[config.mk]
export PLATFORM = sky130hd
export DESIGN_NAME = fetch_unit
export DESIGN_NICKNAME = d
export VERILOG_FILES = /design/src/rtl/fetch_pkg.sv /design/src/rtl/fetch_buffer.sv /design/src/rtl/fetch_unit.sv
export SDC_FILE = /design/constraint.sdc
export NUM_CORES = 1
export LEC_CHECK = 0
export CAP_MARGIN = 20
export CELL_PAD_IN_SITES_DETAIL_PLACEMENT = 1
export CELL_PAD_IN_SITES_GLOBAL_PLACEMENT = 1
export CORE_AREA = 2 2 111 113
export CTS_CLUSTER_DIAMETER = 150
export DETAILED_ROUTE_END_ITERATION = 10
export DIE_AREA = 0 0 113 115
export GPL_ROUTABILITY_DRIVEN = 0
export MAX_ROUTING_LAYER = met4
export PLACE_DENSITY_LB_ADDON = 0.3
export SKIP_LAST_GASP = 1
export SYNTH_ARGS = -nofsm -noshare
export SYNTH_HDL_FRONTEND = slang
export SYNTH_SLANG_ARGS = --single-unit
[constraint.sdc]
create_clock -name clk -period 5.16 [get_ports clk]
set_input_delay 1.032 -clock clk [delete_from_list [all_inputs] [get_ports clk]]
set_output_delay 1.032 -clock clk [all_outputs]
set_load 0.02 [all_outputs]
[src/rtl/fetch_pkg.sv]
// fetch_pkg: shared defaults and the fetch FSM state type for the instruction prefetcher.
// No ports; imported by fetch_buffer and fetch_unit.
package fetch_pkg;

    localparam int AW_DEF    = 8;
    localparam int DW_DEF    = 8;
    localparam int DEPTH_DEF = 2;

    // IDLE: no request; WAIT: request whose data is kept; DROP: request whose data is discarded.
    typedef enum logic [1:0] {
        IDLE = 2'd0,
        WAIT = 2'd1,
        DROP = 2'd2
    } state_t;

endpackage

[src/rtl/fetch_buffer.sv]
// fetch_buffer: two-entry tagged prefetch FIFO of {addr, data}; entry 0 is always the head.
// Ports:
//   clk, clb              clock and asynchronous active-low reset
//   push, push_addr/data  append an entry into the next free slot
//   pop                   drop the head, shifting entry 1 forward
//   flush                 empty the buffer (overrides push and pop)
//   count                 number of valid entries (0..2)
//   head_addr, head_data  oldest entry
module fetch_buffer import fetch_pkg::*; #(
    parameter int AW = AW_DEF,
    parameter int DW = DW_DEF
) (
    input  logic          clk,
    input  logic          clb,
    input  logic          push,
    input  logic [AW-1:0] push_addr,
    input  logic [DW-1:0] push_data,
    input  logic          pop,
    input  logic          flush,
    output logic [1:0]    count,
    output logic [AW-1:0] head_addr,
    output logic [DW-1:0] head_data
);

    logic [AW-1:0] addr_q [2];
    logic [AW-1:0] addr_d [2];
    logic [DW-1:0] data_q [2];
    logic [DW-1:0] data_d [2];
    logic [1:0]    count_q;
    logic [1:0]    count_d;
    logic          wr_idx;

    // The free slot after an optional pop is count-pop; its low bit is enough
    // because a push into a full buffer without a pop never happens.
    assign wr_idx = count_q[0] ^ pop;

    always_comb begin
        addr_d = addr_q;
        data_d = data_q;
        if (pop) begin
            addr_d[0] = addr_q[1];
            data_d[0] = data_q[1];
        end
        if (push) begin
            addr_d[wr_idx] = push_addr;
            data_d[wr_idx] = push_data;
        end
        count_d = flush ? 2'd0 : count_q + {1'b0, push} - {1'b0, pop};
    end

    always_ff @(posedge clk or negedge clb) begin
        if (!clb) begin
            addr_q  <= '{default: '0};
            data_q  <= '{default: '0};
            count_q <= 2'd0;
        end else begin
            addr_q  <= addr_d;
            data_q  <= data_d;
            count_q <= count_d;
        end
    end

    assign count     = count_q;
    assign head_addr = addr_q[0];
    assign head_data = data_q[0];

endmodule

[src/rtl/fetch_unit.sv]
// fetch_unit: sequential instruction prefetcher between a processor pc and program memory.
// Ports:
//   clk, clb            clock and asynchronous active-low reset
//   pc                  address the processor is executing
//   instruction         head data when instr_valid, else zero
//   instr_valid         buffered head matches pc
//   mem_req, mem_addr   registered read request to program memory
//   mem_ack, mem_rdata  same-cycle accept and read data
module fetch_unit import fetch_pkg::*; #(
    parameter int AW    = AW_DEF,
    parameter int DW    = DW_DEF,
    parameter int DEPTH = DEPTH_DEF
) (
    input  logic          clk,
    input  logic          clb,
    input  logic [AW-1:0] pc,
    output logic [DW-1:0] instruction,
    output logic          instr_valid,
    output logic          mem_req,
    output logic [AW-1:0] mem_addr,
    input  logic          mem_ack,
    input  logic [DW-1:0] mem_rdata
);

    localparam logic [1:0] FULL = 2'(DEPTH);
    localparam logic [1:0] LAST = 2'(DEPTH - 1);

    state_t        state_q;
    logic [AW-1:0] fptr_q;
    logic [AW-1:0] mem_addr_q;
    logic          mem_req_q;

    logic [1:0]    count;
    logic [AW-1:0] head_addr;
    logic [AW-1:0] head_next;
    logic [DW-1:0] head_data;
    logic [AW-1:0] pending;
    logic [1:0]    after_pop;
    logic          has, tag_hit, tag_next, pop, miss, push;

    assign has       = count != 2'd0;
    assign head_next = head_addr + AW'(1);
    assign tag_hit   = head_addr == pc;
    assign tag_next  = head_next == pc;
    assign pop       = has && tag_next;
    // With an empty buffer pc must match the address about to arrive.
    assign pending   = (state_q == WAIT) ? mem_addr_q : fptr_q;
    assign miss      = has ? !(tag_hit || tag_next) : (pc != pending);
    assign push      = (state_q == WAIT) && mem_ack && !miss;
    assign after_pop = count - {1'b0, pop};

    fetch_buffer #(.AW(AW), .DW(DW)) u_buf (
        .clk       (clk),
        .clb       (clb),
        .push      (push),
        .push_addr (mem_addr_q),
        .push_data (mem_rdata),
        .pop       (pop),
        .flush     (miss),
        .count     (count),
        .head_addr (head_addr),
        .head_data (head_data)
    );

    always_ff @(posedge clk or negedge clb) begin
        if (!clb) begin
            state_q    <= IDLE;
            fptr_q     <= '0;
            mem_req_q  <= 1'b0;
            mem_addr_q <= '0;
        end else if (miss) begin
            fptr_q    <= pc;
            mem_req_q <= 1'b1;
            // An unacked request cannot be withdrawn, so it is drained in DROP;
            // otherwise the new address goes out on the next cycle.
            if (state_q != IDLE && !mem_ack) begin
                state_q <= DROP;
            end else begin
                state_q    <= WAIT;
                mem_addr_q <= pc;
            end
        end else begin
            case (state_q)
                IDLE: begin
                    if (count < FULL) begin
                        state_q    <= WAIT;
                        mem_req_q  <= 1'b1;
                        mem_addr_q <= fptr_q;
                    end
                end
                WAIT: begin
                    if (mem_ack) begin
                        fptr_q <= fptr_q + AW'(1);
                        if (after_pop < LAST) begin
                            mem_addr_q <= fptr_q + AW'(1);
                        end else begin
                            state_q   <= IDLE;
                            mem_req_q <= 1'b0;
                        end
                    end
                end
                DROP: begin
                    if (mem_ack) begin
                        state_q    <= WAIT;
                        mem_addr_q <= fptr_q;
                    end
                end
                default: begin
                    state_q   <= IDLE;
                    mem_req_q <= 1'b0;
                end
            endcase
        end
    end

    assign mem_req     = mem_req_q;
    assign mem_addr    = mem_addr_q;
    assign instr_valid = has && tag_hit;
    assign instruction = instr_valid ? head_data : '0;

endmodule

==> impl_results.md <==
- # diodes: 0
- Vias post-DR: about 2400
- Synth top cells by count: dfrtp_1 (53), nand2_1 (28), mux2i_1 (27)
- WL/cell: about 17 µm
- Post-route ant nets: 0
- DRC viols: 1
- Worst Hold Class: flip-flop to flip-flop
- Mapped cell area: between 3000 and 4000 µm²
- CP top delay family: buffers and inverters
- Slew Limit Headroom: a little over half
- Post-synth top flop: dfrtp_1
- Yosys cell types: 50
- Mapped Cells: 322
- CP cell instances: clkdlybuf4s50_1, xnor2_1, nand2_1, nor4_2, buf_4, and3_1, clkdlybuf4s50_1
- Sequential element share of the synthesized area: between 30% and 40%
- GRT Residual Overflow: 0
- Cts hold-fix bufs: 0
- Most common cell in the synthesized netlist: dfrtp_1
- Critical Path Max Stage Delay: roughly 0.6 ns
- Worst-Margin Slew: ~0.70 ns
- Syn Nets: between 300 and 400
- Fraction of registers with async set/reset: 100%
- Deepest clock path buffer count: 2
- Vias/cell: about 4.9
- EDFF count, synth: 0
- Fin crit share: roughly 90%
- First-pass GRT wire length: about 14000 µm
- Ports: 37
- Area Growth Syn to Fin: 17.9%
- Period minus WS final: about 4.5 ns
- Latest clock arrival within the worst-skew pair: roughly 0.29 ns
- CP bufs+invs: 3
- Die width: between 100 and 150 µm
- Post-Synth Adder-Cell Area: 1.49%
- Placed cell areas: approximately 3800 µm²
- Yosys reg bits: 53
- Main combinational cell family by area after synthesis: multiplexers
- Final core occ: 33.6%
- Clock skew: 0.00913 ns
- Critical path arrival: between 3 and 4 ns
- Max frequency: 221 MHz
- Die span in y: roughly 120 µm
- CP Max Fanout: 8
- Max Cap Viol: 0
- IO Port Bufs: 36
- Clock-pin slew on the worst setup and hold paths: ~0.070 ns
- Final #Nets: around 370
- Crit Path Category: input port to output port
- Final setup TNS: 0 ns
- H-tree depth: 2
- Drt first pass iters: 7
- CTS resizes: 0
- Critical Path RT: ~4.1 ns
- Final instance area: roughly 4000 µm²
- Hold violation count in the final report: 0
- Vias in the first global route: 2676
- Global Route Usage Sum: between 10% and 20%
- Top cell type by total area after synthesis: dfrtp_1
- Synth top area share: between 30 and 40%
- Pwr Total: between 1000 and 1500 µW
- DRT iter0 DRCs: 86
- Placement Setup Slack: 0.546 ns
- Setup violators final: 0
- Syn avg cell area: 10.5 µm²
- Initial antenna violation count: 0
- Total Wirelength: between 8000 and 9000 µm
- Worst Setup End Kind: output port
- Num CTS Buffers: 5
- Largest net degree at the start of global routing: between 50 and 60
- Row count: 40
- Mux share of post-synthesis cell area: between 15 and 20%
- DP Wirelength: 6320 µm
- Pins Over Slew Limit: 0
- Lkg Pwr: approximately 0.0018 µW
- CP Launch Type: input port
- Core Box Area: between 10000 and 15000 µm²
- Complex-gate fraction of the synthesized area: a little over an eighth
- Initial Util: 28.5%
- RSZ-0062 raised after global routing: false
- Top post-synthesis cells by area: dfrtp_1 (39%), mux2i_1 (8.0%), mux2_2 (6.7%)
- Final Worst Setup Slack: 0.642 ns
- Fraction of layout cells with a size suffix above 1: between 15 and 20%
- Root buf cell: clkbuf_16
- Synth Area in Simple Gates: 13.6%
- Die Area: approximately 13000 µm²
- Power Dens Cells: 354 nW/µm²
- Post-CTS setup buffers: 0
- Clk sinks: 53
- Post-Synth XOR/XNOR Area: ~8.3%
- TritonCTS clock tree: yes
- Slowest CP cell: clkdlybuf4s50_1
- Run status: finished, violations left
- Peak supply drop: approximately 0.00012 V
- Failing checks: design-rule violations
- Syn. warnings: 0
- CP dominant cell by count: clkdlybuf4s50_1
[logic make-up (layout without fill, tap and decap cells)]
family / Yosys count / count (layout)
AO/OA/AOI/OAI: 56 / 56
buffers and inverters: 34 / 64
adder cells (fa/ha/maj): 4 / 4
AND/OR/NAND/NOR: 89 / 89
multiplexers: 54 / 54
flip-flops: 53 / 53
XOR/XNOR: 32 / 32
[per-stage QoR]
stage	hold slack, ns	cells
floorplan	0.480	322
global placement	0.489	491
detailed placement	0.497	491
CTS	0.513	499
global route	0.533	499
finish	0.509	499
[worst paths after layout]
check,start,endpoint,slack [ns],cells past startpoint
worst min-delay path,flip-flop,flip-flop,0.51,1
worst max-delay path,pc[7],instruction[7],0.64,7
min in group asynchronous,clb,asynchronous set/reset pin,0.87,2
worst min register to register,flip-flop,flip-flop,0.51,1
worst max register to register,u_buf.head_addr[0],mem_addr[1],1.61,14
max in group asynchronous,clb,u_buf.head_addr[0],3.83,2
[routing by layer]
layer	global-route usage, %	part of all wire [%]	vias to the layer above
met5	-	0	-
met3	2.16	2.6	8
met4	3.33	1.4	0
li1	-	-	1174
met1	18.3	47	1214
met2	24.0	49	43
[layout by cell type (no fill, tap or decap), types with 2 or more instances in the layout]
master / synthesis / layout
dfrtp_1: 53 / 53
clkdlybuf4s50_1: 0 / 35
nand2_1: 28 / 28
mux2i_1: 27 / 27
o21ai_0: 23 / 23
mux2_2: 20 / 20
nor2_1: 18 / 18
xnor2_1: 17 / 17
xor2_1: 15 / 15
and3_1: 13 / 13
inv_1: 13 / 13
a21oi_1: 10 / 10
nand3_1: 9 / 9
mux2_4: 7 / 7
buf_4: 1 / 7
clkbuf_16: 0 / 5
ha_1: 4 / 4
or2_2: 3 / 3
o211ai_1: 3 / 3
a2111oi_4: 3 / 3
nand2b_1: 3 / 3
and2_1: 3 / 3
clkinvlp_4: 0 / 3
nand4_1: 2 / 2
a211oi_1: 2 / 2
nor2_2: 2 / 2
nor2b_1: 2 / 2
o221ai_1: 2 / 2
[cell type report]
| type | count | area (µm²) |
|---|---|---|
| Multi-Input combinational cell | 235 | 1860 |
| Sequential cell | 53 | 1330 |
| Fill cell | 1349 | 7840 |
| Clock inverter | 3 | 22.5 |
| Clock buffer | 5 | 125 |
| Inverter | 13 | 48.8 |
| Tap cell | 147 | 184 |
| Timing Repair Buffer | 43 | 408 |
[power by group]
group / internal [µW] / switching [µW] / leakage, µW / total [µW]
clock: 180 / 160 / 0.0000621 / 340
combinational: 229 / 259 / 0.00101 / 488
sequential: 477 / 99.5 / 0.000693 / 576
Note: power is estimated with default switching activity, not from simulation.
